### src/rtl/clock_gen_irq_mc.sv
// clock_gen_irq_mc: multi-channel programmable tick / divided-clock generator
// with a small register file, shadowed dividers, one-shot mode and a maskable
// interrupt that is either level (registered GIE & |IPR) or a one-cycle pulse.
module clock_gen_irq_mc #(
    parameter int NUM_CH    = 4,
    parameter int DIV_W     = 16,
    parameter int IRQ_LEVEL = 1
) (
    input  logic              ACLK,
    input  logic              ARESET,
    input  logic              reg_wr_en,
    input  logic              reg_rd_en,
    input  logic [7:0]        reg_addr,
    input  logic [31:0]       reg_wdata,
    output logic [31:0]       reg_rdata,
    output logic              reg_rvalid,
    output logic [NUM_CH-1:0] tick,
    output logic [NUM_CH-1:0] clk_out,
    output logic              irq
);

    // Word offsets (reg_addr[7:2]) of the control registers.
    localparam logic [5:0] A_GIE  = 6'h00;
    localparam logic [5:0] A_IER  = 6'h01;
    localparam logic [5:0] A_ISR  = 6'h02;
    localparam logic [5:0] A_IAR  = 6'h03;
    localparam logic [5:0] A_IPR  = 6'h04;
    localparam logic [5:0] A_RUN  = 6'h05;
    localparam logic [5:0] A_MODE = 6'h06;
    localparam logic [5:0] A_DIV0 = 6'h08;

    logic [5:0]        word;
    logic              unused_bits;

    logic              gie;
    logic [NUM_CH-1:0] ier;
    logic [NUM_CH-1:0] isr;
    logic [NUM_CH-1:0] run;
    logic [NUM_CH-1:0] mode;
    logic [DIV_W-1:0]  div [NUM_CH];
    logic [DIV_W-1:0]  act [NUM_CH];
    logic [DIV_W-1:0]  cnt [NUM_CH];

    logic [NUM_CH-1:0] ipr;
    logic [NUM_CH-1:0] tc;
    logic [NUM_CH-1:0] div_sel;
    logic [NUM_CH-1:0] div_we;
    logic              wr_gie;
    logic              wr_ier;
    logic              wr_iar;
    logic              wr_run;
    logic              wr_mode;
    logic [NUM_CH-1:0] run_nxt;
    logic [NUM_CH-1:0] isr_clr;
    logic [NUM_CH-1:0] isr_nxt;
    logic [31:0]       rd_mux;

    // Byte address bits [1:0] are don't-care; upper write-data bits beyond
    // the widest field are simply not stored.
    assign word        = reg_addr[7:2];
    assign unused_bits = ^{reg_addr[1:0], reg_wdata};
    assign ipr         = isr & ier;

    // Register write decode, including the per-channel divider slots.
    always_comb begin
        wr_gie  = reg_wr_en && (word == A_GIE);
        wr_ier  = reg_wr_en && (word == A_IER);
        wr_iar  = reg_wr_en && (word == A_IAR);
        wr_run  = reg_wr_en && (word == A_RUN);
        wr_mode = reg_wr_en && (word == A_MODE);
        div_sel = '0;
        div_we  = '0;
        for (int unsigned n = 0; n < NUM_CH; n++) begin
            div_sel[n] = (word == A_DIV0 + 6'(n));
            div_we[n]  = reg_wr_en && div_sel[n];
        end
    end

    // Terminal count: running channel with a nonzero divider at its limit.
    always_comb begin
        tc = '0;
        for (int unsigned n = 0; n < NUM_CH; n++) begin
            tc[n] = run[n] && (act[n] != '0) && (cnt[n] == act[n]);
        end
    end

    // Next RUN: one-shot auto-clear, overridden by a RUN write in the same cycle.
    always_comb begin
        run_nxt = run;
        for (int unsigned n = 0; n < NUM_CH; n++) begin
            if (tc[n] && mode[n]) begin
                run_nxt[n] = 1'b0;
            end
        end
        if (wr_run) begin
            run_nxt = reg_wdata[NUM_CH-1:0];
        end
    end

    // Next ISR: write-1-to-clear, with a same-cycle set taking priority.
    always_comb begin
        isr_clr = wr_iar ? reg_wdata[NUM_CH-1:0] : '0;
        isr_nxt = (isr & ~isr_clr) | tc;
    end

    // Control registers and divider shadows.
    always_ff @(posedge ACLK or posedge ARESET) begin
        if (ARESET) begin
            gie  <= 1'b0;
            ier  <= '0;
            isr  <= '0;
            run  <= '0;
            mode <= '0;
            for (int unsigned n = 0; n < NUM_CH; n++) begin
                div[n] <= '0;
            end
        end else begin
            if (wr_gie) begin
                gie <= reg_wdata[0];
            end
            if (wr_ier) begin
                ier <= reg_wdata[NUM_CH-1:0];
            end
            if (wr_mode) begin
                mode <= reg_wdata[NUM_CH-1:0];
            end
            run <= run_nxt;
            isr <= isr_nxt;
            for (int unsigned n = 0; n < NUM_CH; n++) begin
                if (div_we[n]) begin
                    div[n] <= reg_wdata[DIV_W-1:0];
                end
            end
        end
    end

    // Per-channel counters: ACT follows DIV while stopped and is re-armed
    // only at terminal count, so a divider write never cuts a period short.
    always_ff @(posedge ACLK or posedge ARESET) begin
        if (ARESET) begin
            tick    <= '0;
            clk_out <= '0;
            for (int unsigned n = 0; n < NUM_CH; n++) begin
                cnt[n] <= '0;
                act[n] <= '0;
            end
        end else begin
            tick <= tc;
            for (int unsigned n = 0; n < NUM_CH; n++) begin
                if (!run[n]) begin
                    cnt[n] <= '0;
                    act[n] <= div[n];
                end else if (tc[n]) begin
                    cnt[n]     <= '0;
                    act[n]     <= div[n];
                    clk_out[n] <= ~clk_out[n];
                end else if (act[n] != '0) begin
                    cnt[n] <= cnt[n] + DIV_W'(1);
                end
            end
        end
    end

    // Read mux; unmapped words (including DIV slots past NUM_CH) read 0.
    always_comb begin
        rd_mux = '0;
        case (word)
            A_GIE:   rd_mux[0]          = gie;
            A_IER:   rd_mux[NUM_CH-1:0] = ier;
            A_ISR:   rd_mux[NUM_CH-1:0] = isr;
            A_IPR:   rd_mux[NUM_CH-1:0] = ipr;
            A_RUN:   rd_mux[NUM_CH-1:0] = run;
            A_MODE:  rd_mux[NUM_CH-1:0] = mode;
            default: rd_mux = '0;
        endcase
        for (int unsigned n = 0; n < NUM_CH; n++) begin
            if (div_sel[n]) begin
                rd_mux[DIV_W-1:0] = div[n];
            end
        end
    end

    // Registered read port: data samples pre-write state, valid for one cycle.
    always_ff @(posedge ACLK or posedge ARESET) begin
        if (ARESET) begin
            reg_rdata  <= '0;
            reg_rvalid <= 1'b0;
        end else begin
            reg_rvalid <= reg_rd_en;
            if (reg_rd_en) begin
                reg_rdata <= rd_mux;
            end
        end
    end

    generate
        if (IRQ_LEVEL != 0) begin : g_level
            // Level interrupt: registered copy of GIE & |IPR.
            always_ff @(posedge ACLK or posedge ARESET) begin
                if (ARESET) begin
                    irq <= 1'b0;
                end else begin
                    irq <= gie & (|ipr);
                end
            end
        end else begin : g_pulse
            logic [NUM_CH-1:0] ipr_prev;
            // Pulse interrupt: rising edge of any IPR bit while GIE is set;
            // ipr_prev tracks IPR independently of GIE so enabling GIE late
            // never fires for bits that were already pending.
            always_ff @(posedge ACLK or posedge ARESET) begin
                if (ARESET) begin
                    irq      <= 1'b0;
                    ipr_prev <= '0;
                end else begin
                    irq      <= gie & (|(ipr & ~ipr_prev));
                    ipr_prev <= ipr;
                end
            end
        end
    endgenerate

endmodule

### config.mk
export PLATFORM = sky130hd
export DESIGN_NAME = clock_gen_irq_mc
export DESIGN_NICKNAME = d
export VERILOG_FILES = /design/src/rtl/clock_gen_irq_mc.sv
export SDC_FILE = /design/constraint.sdc
export NUM_CORES = 1
export LEC_CHECK = 0
export CAP_MARGIN = 20
export CORE_UTILIZATION = 45
export CTS_CLUSTER_DIAMETER = 200
export DETAILED_ROUTE_END_ITERATION = 10
export MAX_ROUTING_LAYER = met4
export PLACE_DENSITY = 0.66
export SLEW_MARGIN = 20
export SYNTH_ARGS = -nofsm -noshare
export SYNTH_HDL_FRONTEND = slang
export SYNTH_SLANG_ARGS = --single-unit
### constraint.sdc
create_clock -name ACLK -period 7.85 [get_ports ACLK]
set_clock_uncertainty 0.1 [all_clocks]
set_input_delay 1.1775 -clock ACLK [delete_from_list [all_inputs] [get_ports ACLK]]
set_output_delay 1.1775 -clock ACLK [all_outputs]
set_load 0.02 [all_outputs]
==> flow_summary.ini, run 1 <==
[pwr]
p_per_area_nw_per_um2 = 308
p_switching_uw = 1310
seq_power_share = 0.428
combPwrFrac = 0.265
peakVddDrop_mv = 0.207
power_leakage_uw = 0.00600
p_clk_frac = 0.307
intPower_uw = 2700
swShare = 0.327

[clock_network]
htreeDepth = 1
cts.sinks = 235
cts_resized = 0
clock_latency_ns = 0.52
clk_path_buf_depth = 3
cts_tree = yes
cts_setup_buffers = 0
clkSlewWorstSetupHoldPaths_ns = 0.06
hold_buffers = 0
cts_buffers = 26
clock_tree.root_cell = clkbuf_16

[global_routing]
grt_usage = 0.213
grt_max_degree = 97
grt_pass1_wl_um = 42600
grt_pass1_vias = 7503
grt-ovfl-total = 0
antenna_found_initial = 0

[yosys]
synthDistinctLibCells = 59
async_flop_share = 1.00
yosys_most_used_dff = dfrtp_1
seq_area_frac_synth = 0.515
netlist_area_um2 = 11400
synth_top_cell_by_area = dfrtp_1
ys_ff_latch = 235
yosys_warnings = 0
synth_area_leaders = dfrtp_1, mux2_2, xor2_1, xnor2_1, nor2_1
avgSynthCellArea_um2 = 11.3
synth_top_area_frac = 0.515
synth-edff-count = 0
netlist_instances = 1009

[finish]
syn_to_final_growth_pct = 14.1
fillCellCount = 2159
insertedDiodeCount = 0
layout-drive-gt1-share = 0.179
nets = 1101
post-route-util = 0.530

[placed_design]
gp_congestion = 0.848
hpwl_um = 17900
portBuffers = 51

[timing]
fmax_mhz = 272
period_minus_slack_ns = 3.68
finalSetupViolCount = 0
fin_setup_tns_ns = 0
tightest_slew_ns = 0.966
maxSlewViolCount = 0
timing.hold.ws_ns = 0.365
relSlewSlack = 0.354
hold_violations = 0
min_period_over_period = 0.469
grt_setup_unrepaired = false

[die]
die_h_um = 161
fp.dieArea_um2 = 26000
pin_count = 86
coreArea_um2 = 24600
rows = 57
die_x_um = 161
initial_core_util = 0.464

[min_path]
hold_class = flip-flop to flip-flop

[detailed_routing]
wl_um = 26000
drc = 0
vias_per_cell = 5.51
drtPass1Iterations = 4
wl_per_cell_um = 18.6
vias = 7695
drt_iter0_markers = 511
detail-route-antenna-nets = 0

[worst_setup_path]
required_ns = 8.15
cp.arrival_ns = 3.98
worst_setup_path_start_kind = input pin
cp_max_fo = 26
timing_worst_setup_path_type = input pin to flip-flop
end_kind = flip-flop

[job]
drv_cap = 0

[outcome]
status = complete, no violations
critical path: stages:
cell,delay (ns)
clkdlybuf4s50_1,0.62
nand2b_1,0.30
nor3_4,0.12
buf_4,0.32
and3_1,0.58
nand2_2,0.44
mux2_2,0.40
Yosys cell counts (6+ instances only):
master      n
nand2_1    58
buf_2      12
and3_1      9
o21ai_0    49
nor2b_1     7
mux2_4     13
nor3_1      9
a22oi_1    16
a21oi_1    18
nand4_1    38
nor4b_1     6
nor2_1     83
clkbuf_1   24
xor2_1     83
mux2_2    111
nor4_1     31
inv_1      21
nand3_1    34
buf_4      20
xnor2_1    44
mux2i_1    15
dfrtp_1   235
and4_1     10
nor3b_1     8
cells by family (layout without fill, tap and decap cells):
family,after synthesis,count (layout),share of synthesized area
simple gates,311,311,0.144
flops,235,235,0.515
mux,140,140,0.142
xor+xnor,127,127,0.0974
compound gates,109,109,0.0584
buf+inv,82,130,0.0382
fa+ha+maj,4,4,0.00438
other cells,1,16,0.000328
flip-flops by register name, indices dropped and copies added, names as in the netlist:
register / flops
reg_rdata: 16
tick: 4
ier: 4
cnt: 64
clk_out: 4
div: 64
irq: 1
mode: 4
gie: 1
act: 64
run: 4
isr: 4
reg_rvalid: 1
worst paths after layout:
path                                   end         from  slack (ns)  depth (start not counted)
worst max-delay path               div[11]  reg_addr[4]        4.17                          7
worst min-delay path            clk_out[1]   clk_out[1]        0.36                          1
worst max register to register     act[61]      act[49]        5.15                          6
worst min register to register  clk_out[1]   clk_out[1]        0.36                          1
max in group asynchronous          div[44]       ARESET        5.28                          3
min in group asynchronous           cnt[3]       ARESET        1.07                          2
metrics by stage:
stage,setup WS [ns],power (uW),instance area (um^2),instances
5_1_grt,4.07,4230,13000,1396
3_5_place_dp,3.66,2790,12100,1347
2_1_floorplan,0.126,2500,11500,1024
4_1_cts,4.20,4030,13000,1394
3_3_place_gp,3.67,2760,12100,1347
6_report,4.17,4010,13000,1396
power by group through the flow:
| stage | sequential (uW) | combinational, uW | clock [uW] |
|---|---|---|---|
| final | 1710 | 1060 | 1230 |
| after global routing | 1750 | 1180 | 1310 |
| after CTS | 1710 | 1070 | 1260 |
| after detailed placement | 1730 | 1060 | 0 |
| after global placement | 1730 | 1040 | 0 |
| after floorplan | 1660 | 833 | 0 |
layer usage:
layer | global-route usage | vias up | wire (um) | part of all wire
met5 | - | - | 0 | 0
met4 | 0.0437 | 0 | 471 | 0.018
met3 | 0.0272 | 29 | 997 | 0.038
met2 | 0.331 | 166 | 12300 | 0.47
met1 | 0.300 | 3864 | 12200 | 0.47
li1 | - | 3636 | - | -
cells in the final DEF (no fill, tap or decap), types with 4 or more instances in the layout:
master           Yosys  final
mux2_4              13     13
nor4b_1              6      6
clkbuf_8             0      5
xnor2_1             44     44
mux2i_1             15     15
dfrtp_1            235    235
o21ai_0             49     49
nor4_1              31     31
xor2_1              83     83
nor2_1              83     83
and3_1               9      9
ha_1                 4      4
a31oi_1              4      4
nand3_1             34     34
inv_1               21     20
a22oi_1             16     16
nand4_1             38     38
and4_1              10     10
nor2b_1              7      7
mux2_2             111    111
clkdlybuf4s50_1      0     50
clkbuf_16            0     27
nor3b_1              8      8
a21oi_1             18     18
nor3_1               9      9
clkbuf_1            24      6
clkinv_2             0      6
nand2_1             58     58
conb_1               1     16
buf_4               20      9
area by class of cell:
type	instances	area, um^2	area share
clock buffer	38	767	0.0589
tap	324	405	0.0311
multi-input combinational	707	5160	0.396
inverter	21	86.3	0.00663
timing repair buffer	62	628	0.0482
sequential	235	5880	0.451
clock inverter	9	106	0.00816
No activity file was read; power rests on OpenSTA's default activity.
==> run 2: changes to the inputs <==
- PLACE_DENSITY: 0.66 -> unset
- clock period: 7.85 -> 3.63 ns (I/O delays scaled with it)
==> run 2 against run 1 <==
Effect of this change:
- routed wire length grew 0.73%
- final cell count rose by 1.0%
- die area unchanged
- sequential share of layout area is 0.60 points lower
- largest cell class unchanged
==> flow_summary.ini, run 2 (same netlist as run 1, synthesis figures left out) <==
[finish]
final_common_cell = dfrtp_1
top_regs = act (64), cnt (64), div (64)
fillCellCount = 2181
seq_area_um2 = 5880
insertedDiodeCount = 0
nets = 1115
layout-drive-gt1-share = 0.191
syn_to_final_growth_pct = 15.7
multi_input_area_um2 = 5160
final_cell_mix = dfrtp_1, mux2_2, nor2_1, xor2_1, nand2_1
fin_area_um2 = 13200

[worst_setup_path]
timing_worst_setup_path_type = flip-flop to flip-flop
crit_family = simple AND/OR/NAND/NOR gates
cpMaxStageDelayCell = and4_1
cp_num_buf_inv = 1
required_ns = 3.98
cp.arrival_ns = 2.98
cpPeakStageDelay_ns = 0.53
cp_max_fo = 17
worst_setup_path_start_kind = flip-flop
end_kind = flip-flop
critical_path.cell_chain = nor4_1 -> and4_1 -> nor2_1 -> a21o_1 -> buf_4 -> a21oi_1

[clock_network]
cts_buffers = 26
clock_latency_ns = 0.53
cts.sinks = 235
cts_resized = 0
clkSlewWorstSetupHoldPaths_ns = 0.06
hold_buffers = 0
htreeDepth = 1
clock_tree.root_cell = clkbuf_16
cts_tree = yes
cts_setup_buffers = 0
clk_path_buf_depth = 3

[placed_design]
postPlaceCellArea_um2 = 12200
portBuffers = 51
hpwl_um = 19000
gp_congestion = 0.893

[detailed_routing]
drtPass1Iterations = 5
wl_per_cell_um = 18.6
vias = 7733
wl_um = 26200
drc = 0
drt_iter0_markers = 511
detail-route-antenna-nets = 0
vias_per_cell = 5.48

[timing]
period_minus_slack_ns = 2.62
timing.hold.ws_ns = 0.367
fin_setup_tns_ns = 0
tightest_slew_ns = 0.806
fmax_mhz = 381
hold_violations = 0
maxSlewViolCount = 0
min_period_over_period = 0.722
grt_setup_unrepaired = false
finalSetupViolCount = 0
relSlewSlack = 0.462

[global_routing]
grt_usage = 0.219
grt_pass1_vias = 7708
grt_pass1_wl_um = 43700
antenna_found_initial = 0
grt_max_degree = 58
grt-ovfl-total = 0

[die]
coreArea_um2 = 24600
initial_core_util = 0.464
die_x_um = 161
pin_count = 86
die_h_um = 161
rows = 57
fp.dieArea_um2 = 26000

[outcome]
status = complete, no violations

[pwr]
p_per_area_nw_per_um2 = 678
power_leakage_uw = 0.00609
peakVddDrop_mv = 0.383

[min_path]
hold_class = flip-flop to flip-flop

[job]
drv_cap = 0
run 2: path summary, 6_finish.rpt:
check	start	to	slack, ns	cells after the start
max in group asynchronous	ARESET	div[45]	2.12	3
setup / recovery	act[26]	cnt[17]	1.01	6
min in group asynchronous	ARESET	reg_rvalid	0.38	2
setup reg to reg	act[26]	cnt[17]	1.01	6
hold / removal	clk_out[1]	clk_out[1]	0.37	1
hold reg to reg	clk_out[1]	clk_out[1]	0.37	1
run 2: metal layers:
layer,part of all wire,GRT usage,routed length (um)
met1,0.47,0.306,12400
met2,0.47,0.338,12300
met3,0.034,0.0293,879
met4,0.023,0.0532,595
met5,0,-,0
run 2: per-stage QoR:
stage	instances	setup WS (ns)	util	power [uW]
after floorplan	1024	-0.0924	-	5400
after global placement	1363	0.747	0.498	6050
after detailed placement	1363	0.744	0.498	6090
after CTS	1410	0.987	0.537	9060
after global routing	1410	0.740	0.537	9460
final	1410	1.01	0.537	8960
run 2: area by class of cell:
cell class	instances	share of cell area
clock buffer	36	0.0575
clock inverter	11	0.0155
multi-input combinational	707	0.390
timing repair buffer	76	0.0544
inverter	21	0.00625
sequential	235	0.445
tap	324	0.0307
run 2: where the power goes:
part | internal (uW) | leakage (uW) | switching [uW]
Clock | 1880 | 0.000478 | 1060
Combinational | 1120 | 0.00249 | 1190
Sequential | 3140 | 0.00312 | 573
Total | 6130 | 0.00609 | 2820
==> run 3: changes to the inputs <==
- PLACE_DENSITY: unset -> 0.66
- clock period: 3.63 -> 2.3 ns (I/O delays scaled with it)
==> run 3 against run 2 <==
Effect of this change:
- fmax up 22%
- critical path depth unchanged
- clock power up 32%
- highest routed layer unchanged
- routed wire length up 1.5%
- combinational power up 73%
- final cell count up 2.2%
- non-clock buffer count up 33
- sequential share of layout area down 0.70 points
- utilization up 0.85 points
- die area unchanged
- critical path type unchanged
- first-iteration DRC count down 8.0%
- register-to-register slack worse by 0.86 ns
==> flow_summary.ini, run 3 (same netlist as run 1, synthesis figures left out) <==
[die]
coreArea_um2 = 24600
die_h_um = 161
pin_count = 86
die_x_um = 161
initial_core_util = 0.464
fp.dieArea_um2 = 26000
rows = 57

[worst_setup_path]
timing_worst_setup_path_type = flip-flop to flip-flop
cp.arrival_ns = 2.45
cpPeakStageDelay_ns = 0.47
critical_path.cell_chain = xor2_1 -> nor4_1 -> nand2_1 -> o21ai_2 -> buf_12 -> mux2_2
worst_setup_path_start_kind = flip-flop
end_kind = flip-flop
cpMaxStageDelayCell = dfrtp_1
required_ns = 2.60
reg2reg_depth = 6
cp_max_fo = 20

[timing]
hold_violations = 0
timing.hold.ws_ns = 0.0897
grt_setup_unrepaired = false
fmax_mhz = 464
min_period_over_period = 0.937
worst_slack_ns = 0.144
relSlewSlack = 0.584
maxSlewViolCount = 0
tightest_slew_ns = 0.616
finalSetupViolCount = 0
period_minus_slack_ns = 2.16

[finish]
top_regs = act (64), cnt (64), div (64)
seq_area_um2 = 5880
final_cell_mix = dfrtp_1, mux2_2, nor2_1, xor2_1, nand2_1
multi_input_area_um2 = 5190
insertedDiodeCount = 0
fillCellCount = 2113
layout-drive-gt1-share = 0.216
post-route-util = 0.545
syn_to_final_growth_pct = 17.5
nets = 1147
final_common_cell = dfrtp_1

[global_routing]
grt_usage = 0.219
grt_pass1_vias = 7916
grt_max_degree = 57
antenna_found_initial = 0
grt_pass1_wl_um = 43800
grt-ovfl-total = 0

[detailed_routing]
detail-route-antenna-nets = 0
drt_iter0_markers = 470
vias_per_cell = 5.49
drtPass1Iterations = 4
wl_um = 26600
top_layer_used = met4
met1Wirelength_um = 12300
wl_met2_um = 12700
route.met3.wl_um = 1050
drc = 0
vias = 7915
wl_per_cell_um = 18.5

[pwr]
seq_power_share = 0.426
p_clk_frac = 0.283
intPower_uw = 9240
combPwrFrac = 0.291
p_switching_uw = 4520
swShare = 0.329
power_leakage_uw = 0.00622
p_per_area_nw_per_um2 = 1030
peakVddDrop_mv = 0.622

[clock_network]
clkSlewWorstSetupHoldPaths_ns = 0.06
clock_tree.root_cell = clkbuf_16
clk_path_buf_depth = 3
cts_buffers = 25
cts_tree = yes
htreeDepth = 1
cts_setup_buffers = 0
clock_latency_ns = 0.52
cts.sinks = 235

[job]
drv_cap = 0

[outcome]
status = complete, no violations

[placed_design]
gp_congestion = 0.875
pre_cts_slack_ns = 0.0653
hpwl_um = 19600
portBuffers = 51

[min_path]
hold_class = input pin to asynchronous set/reset pin
==> run 3: cell types whose count changed in the layout (fill, tap and decap cells not counted), sizes merged <==
cell / before / now
buf: 26 / 59
bufinv: 6 / 2
clkinv: 5 / 9
clkbuf: 36 / 33
inv: 20 / 21
==> run 3: power groups by stage <==
stage | Sequential (uW) | Combinational [uW] | Clock (uW)
5_1_grt | 5990 | 4410 | 4140
3_5_place_dp | 5930 | 3930 | 0
6_report | 5870 | 4000 | 3890
2_1_floorplan | 5680 | 2840 | 0
3_3_place_gp | 5900 | 3850 | 0
4_1_cts | 5870 | 3970 | 3990
==> run 3: final timing paths <==
kind,start,end,slack [ns]
min in group ACLK,clk_out[2],clk_out[2],0.37
setup reg to reg,cnt[36],act[32],0.14
setup / recovery,cnt[36],act[32],0.14
max in group asynchronous,ARESET,act[42],1.33
hold reg to reg,clk_out[2],clk_out[2],0.37
hold / removal,ARESET,isr[1],0.09
==> run 3: final cells by class <==
type	count	share of cell area
well taps	324	0.0302
multi-input cells	707	0.387
clock inverters	12	0.00905
clock buffers	33	0.0504
repair buffers	109	0.0794
flip-flops and latches	235	0.438
inverters	21	0.00615
==> run 3: per-stage QoR <==
stage / instances / total power (uW) / area (um^2) / TNS, ns
after floorplan: 1024 / 8530 / 11500 / -287.38
after global placement: 1396 / 9750 / 12600 / 0
after detailed placement: 1396 / 9860 / 12600 / 0
after CTS: 1441 / 13800 / 13400 / 0
after global routing: 1441 / 14500 / 13400 / 0
final: 1441 / 13800 / 13400 / 0
==> run 3: worst max-delay path: cells and delay by family, from the launching register on <==
kind	cells	cell delay, ns
flip-flops	1	0.47
AND/OR/NAND/NOR	2	0.47
multiplexers	1	0.34
AO/OA/AOI/OAI	1	0.26
buffers and inverters	1	0.20
XOR/XNOR	1	0.19
==> run 3: what timing repair did <==
item                       CTS  global route
hold buffers                 0             0
setup endpoints to repair    0            32
resized for setup            0             5
==> run 3: routing by layer <==
metal	vias up	global-route usage
li1	3720	-
met1	3988	0.298
met2	166	0.344
met3	41	0.0290
met4	0	0.0605
met5	-	-
